**src/rtl/serial_deserializer.sv**
```systemverilog
// Serial-to-parallel receiver: frames LSB/MSB-first bit streams into WIDTH-bit
// words and presents them on a one-entry valid/ready buffer with sticky error flags.
module serial_deserializer #(
  parameter int WIDTH = 4
) (
  input  logic             clk,
  input  logic             rst,
  input  logic             sin,
  input  logic             sin_valid,
  input  logic             frame_start,
  input  logic             msb_first,
  input  logic             clr_err,
  output logic [WIDTH-1:0] dout,
  output logic             dout_valid,
  input  logic             dout_ready,
  output logic             busy,
  output logic             overrun,
  output logic             frame_err
);
  localparam int CW = $clog2(WIDTH + 1);

  typedef enum logic {IDLE, RECV} state_t;

  state_t           state_q, state_d;
  logic [WIDTH-1:0] sr_q, sr_d;
  logic [CW-1:0]    cnt_q, cnt_d;
  logic             dir_q, dir_d;
  logic [WIDTH-1:0] dout_q, dout_d;
  logic             dv_q, dv_d;
  logic             ovr_q, ovr_d;
  logic             ferr_q, ferr_d;

  logic             start, accept, complete, dir_eff;
  logic [WIDTH-1:0] base, word;
  logic [CW-1:0]    cnt_inc;

  // State register
  always_ff @(posedge clk or negedge rst) begin
    if (!rst) state_q <= IDLE;
    else      state_q <= state_d;
  end

  // Next-state logic; a restart inside RECV simply stays in RECV
  always_comb begin
    state_d = state_q;
    case (state_q)
      IDLE:    if (start)    state_d = RECV;
      RECV:    if (complete) state_d = IDLE;
      default: state_d = IDLE;
    endcase
  end

  // Output logic
  always_comb begin
    busy = (state_q == RECV);
  end

  // A start bit always begins from an empty register with the freshly sampled direction
  always_comb begin
    start    = sin_valid & frame_start;
    accept   = sin_valid & (start | (state_q == RECV));
    dir_eff  = start ? msb_first : dir_q;
    base     = start ? '0 : sr_q;
    word     = dir_eff ? {base[WIDTH-2:0], sin} : {sin, base[WIDTH-1:1]};
    cnt_inc  = start ? CW'(1) : cnt_q + CW'(1);
    complete = accept & (cnt_inc == CW'(WIDTH));
  end

  always_comb begin
    sr_d   = sr_q;
    cnt_d  = cnt_q;
    dir_d  = dir_q;
    dout_d = dout_q;
    dv_d   = dv_q;
    ovr_d  = ovr_q & ~clr_err;
    ferr_d = ferr_q & ~clr_err;
    if (accept) begin
      sr_d  = word;
      cnt_d = complete ? '0 : cnt_inc;
      dir_d = dir_eff;
    end
    if (start && state_q == RECV) ferr_d = 1'b1;
    // A completed word lands only if the buffer is empty or drained on this edge
    if (complete) begin
      if (!dv_q || dout_ready) begin
        dout_d = word;
        dv_d   = 1'b1;
      end else begin
        ovr_d  = 1'b1;
      end
    end else if (dv_q && dout_ready) begin
      dv_d = 1'b0;
    end
  end

  always_ff @(posedge clk or negedge rst) begin
    if (!rst) begin
      sr_q   <= '0;
      cnt_q  <= '0;
      dir_q  <= 1'b0;
      dout_q <= '0;
      dv_q   <= 1'b0;
      ovr_q  <= 1'b0;
      ferr_q <= 1'b0;
    end else begin
      sr_q   <= sr_d;
      cnt_q  <= cnt_d;
      dir_q  <= dir_d;
      dout_q <= dout_d;
      dv_q   <= dv_d;
      ovr_q  <= ovr_d;
      ferr_q <= ferr_d;
    end
  end

  assign dout       = dout_q;
  assign dout_valid = dv_q;
  assign overrun    = ovr_q;
  assign frame_err  = ferr_q;

endmodule

```
**config.mk**
```make
export PLATFORM = sky130hd
export DESIGN_NAME = serial_deserializer
export DESIGN_NICKNAME = d
export VERILOG_FILES = /design/src/rtl/serial_deserializer.sv
export SDC_FILE = /design/constraint.sdc
export NUM_CORES = 1
export LEC_CHECK = 0
export ABC_AREA = 1
export CORE_MARGIN = 5
export CORE_UTILIZATION = 45
export CTS_CLUSTER_SIZE = 12
export DETAILED_ROUTE_END_ITERATION = 7
export DONT_BUFFER_PORTS = 1
export GPL_TIMING_DRIVEN = 0
export PLACE_DENSITY = 0.59
export SLEW_MARGIN = 20
export SYNTH_ARGS = -nofsm -noshare
export SYNTH_HDL_FRONTEND = slang
export SYNTH_SLANG_ARGS = --single-unit
export TNS_END_PERCENT = 10
```
**constraint.sdc**
```tcl
create_clock -name clk -period 3.8 [get_ports clk]
set_input_delay 0.38 -clock clk [delete_from_list [all_inputs] [get_ports clk]]
set_output_delay 0.38 -clock clk [all_outputs]
set_load 0.01 [all_outputs]
```
==> results.cfg <==
[clock_network]
cts_sinks = 16
clkLatencyLatePin_ns = 0.28
numCtsBuffers = 3
postCtsHoldBufs = 1
cts_setup_buffers = 0
cts-resized-gates = 0
clk_path_buf_depth = 2
htreeDepth = 1
clk_pin_slew_ns = 0.09
cts_tree = yes
cts-root-buf = clkbuf_4

[place]
port_buffers = 0
dpl.hpwl_mm = 1.12
place_congestion = 0.774
placedCellCount = 115

[die]
core_mm2 = 0.00171
dieArea_mm2 = 0.00272
start_util_pct = 46.7
fp.dieH_um = 52.1
ios = 16
dieWidth_um = 52.1
rows = 15

[logic_synthesis]
ys_ff_latch = 16
synth.area.top_cells = dfrtp_1 (50%), nand2_1 (15%), nand3_1 (5.0%)
syn_nets = 99
syn_avg_cell_area_um2 = 8.87
yosysWarnings = 0
ys_types = 19
synth.largest_area_cell = dfrtp_1
synth_top_area_share_pct = 50.2
syn_inst = 90
ys_seq_area_share_pct = 50.2
synth_area_um2 = 798

[final_layout]
fillCellCount = 161
area_growth_pct = 9.72
antenna_cells = 0
layout.cells.non_filler = 120
layout.nets = 105
drive_gt1_share_pct = 21.1
register_area_um2 = 400
multi_input_area_um2 = 353

[timing]
min_period_over_period_pct = 37.2
fin_setup_tns_ns = 0
slew-limit-headroom_pct = 52.0
min_period_ns = 1.41
max_freq_mhz = 708
setup_viol = 0
rsz0062_at_grt = no
clock_skew_ns = 0.00290
final-hold-violation-count = 0
final_max_slew_viol_count = 0
max_slew.worst_pin.slew_ns = 0.718

[setup_path]
setup.worst_path.end_class = flop
crit_arrival_ns = 1.60
crit_required_ns = 3.98
worst-path-max-fanout = 4
startpoint_type = flop
path_class = flop to flop

[detailed_routing]
wl_per_cell_um = 11.9
remaining_drc_errors = 0
firstDrtPassIters = 4
finalWirelength_mm = 1.43
via_count = 576
antenna_left = 0
drt_iter0_markers = 10
routed_via_density = 4.80

[grt]
grt_pass1_wl_mm = 2.45
grt_max_degree = 17
antenna_found_initial = 0
grt.total_usage_pct = 12.3
grt.overflow.total = 0
first_global_vias = 571

[job]
max-cap-violations = 0

[min_path]
min_path_type = input pin to flop

[power]
leakagePower_uw = 0.000451
p_per_area_mw_per_mm2 = 621
ir_drop_uv = 259

[status]
status = finished clean
flip-flops by register name, indices dropped and copies added, names as in the netlist:
| signal | cells |
|---|---|
| dout_valid | 1 |
| overrun | 1 |
| sr_q | 4 |
| busy | 1 |
| dir_q | 1 |
| frame_err | 1 |
| cnt_q | 3 |
| dout | 4 |
per-layer routing:
metal,track usage [%],wire length [um],up-vias
met5,0,0,-
met4,3.93,19,0
met3,3.44,96,2
met2,19.2,641,16
met1,16.1,672,257
li1,-,-,301
worst paths after layout:
| kind | from | end | slack [ns] | cells after the start |
|---|---|---|---|---|
| worst max-delay path | cnt_q[0] | dout[0] | 2.39 | 7 |
| worst min-delay path | clr_err | overrun | 0.25 | 3 |
| worst max register to register | cnt_q[0] | dout[0] | 2.39 | 7 |
| worst min register to register | sr_q[3] | sr_q[3] | 0.49 | 2 |
| max in group asynchronous | rst | sr_q[3] | 2.76 | 1 |
| min in group asynchronous | rst | sr_q[2] | 0.59 | 1 |
layout make-up:
class | instances | share of cell area [%]
Timing Repair Buffer | 1 | 1.14
Tap cell | 25 | 3.57
Multi-Input combinational cell | 64 | 40.3
Buffer | 1 | 1.29
Clock buffer | 4 | 4.14
Inverter | 9 | 3.86
Sequential cell | 16 | 45.7
synthesized netlist by cell type:
library cell	count
nand3_1	8
nor3_4	1
o21ai_4	1
inv_1	7
o21ai_0	4
o21ai_1	1
nand4_1	2
ha_1	1
nand2_2	5
nor2_4	1
nand2_4	1
a21oi_1	1
inv_2	2
nor2_1	2
dfrtp_1	16
o21a_1	1
buf_6	1
nand3_2	4
nand2_1	31
placed cells by master, fill, tap and decap left out:
cell,count
nand3_2,4
o21ai_4,1
nand4_1,2
dlygate4sd3_1,1
ha_1,1
inv_2,2
o21ai_0,4
nand2_1,31
nor2_1,2
clkbuf_4,3
nor3_4,1
o21a_1,1
buf_6,1
clkbuf_8,1
nand2_2,5
inv_1,7
nor2_4,1
o21ai_1,1
a21oi_1,1
nand2_4,1
dfrtp_1,16
nand3_1,8
report_power, final:
part	leakage [uW]	internal, uW	switching, uW
logic	0.000227	56.9	100
registers	0.000203	222	54.5
clock network	0.0000210	58.3	51.5
total	0.000451	337	206
stage by stage:
| stage | hold slack, ns | utilization, % | total power, uW | cell area [um^2] | worst slack [ns] |
|---|---|---|---|---|---|
| 4_1_cts | 0.245 | 51.3 | 552 | 876 | 2.38 |
| 3_3_place_gp | 0.0848 | 48.6 | 432 | 830 | 2.42 |
| 2_1_floorplan | 0.0844 | - | 403 | 798 | 2.49 |
| 6_report | 0.248 | 51.3 | 544 | 876 | 2.39 |
| 5_1_grt | 0.271 | 51.3 | 593 | 876 | 2.27 |
| 3_5_place_dp | 0.0848 | 48.6 | 437 | 830 | 2.39 |
critical path, cell delays in order, from the launching register on:
cell and delay (ns):
dfrtp_1 0.43, ha_1 0.32, inv_1 0.07, nand3_2 0.13, inv_2 0.12, nand3_2 0.11, nand2_1 0.09, nand2_2 0.05
kinds of logic (layout without fill, tap and decap cells):
group / after synthesis / count (layout) / synth area share, %
simple gates: 55 / 55 / 35.9
flops: 16 / 16 / 50.2
buf+inv: 10 / 15 / 5.64
compound gates: 8 / 8 / 6.74
fa+ha+maj: 1 / 1 / 1.57
(Power assumes the default switching activity.)
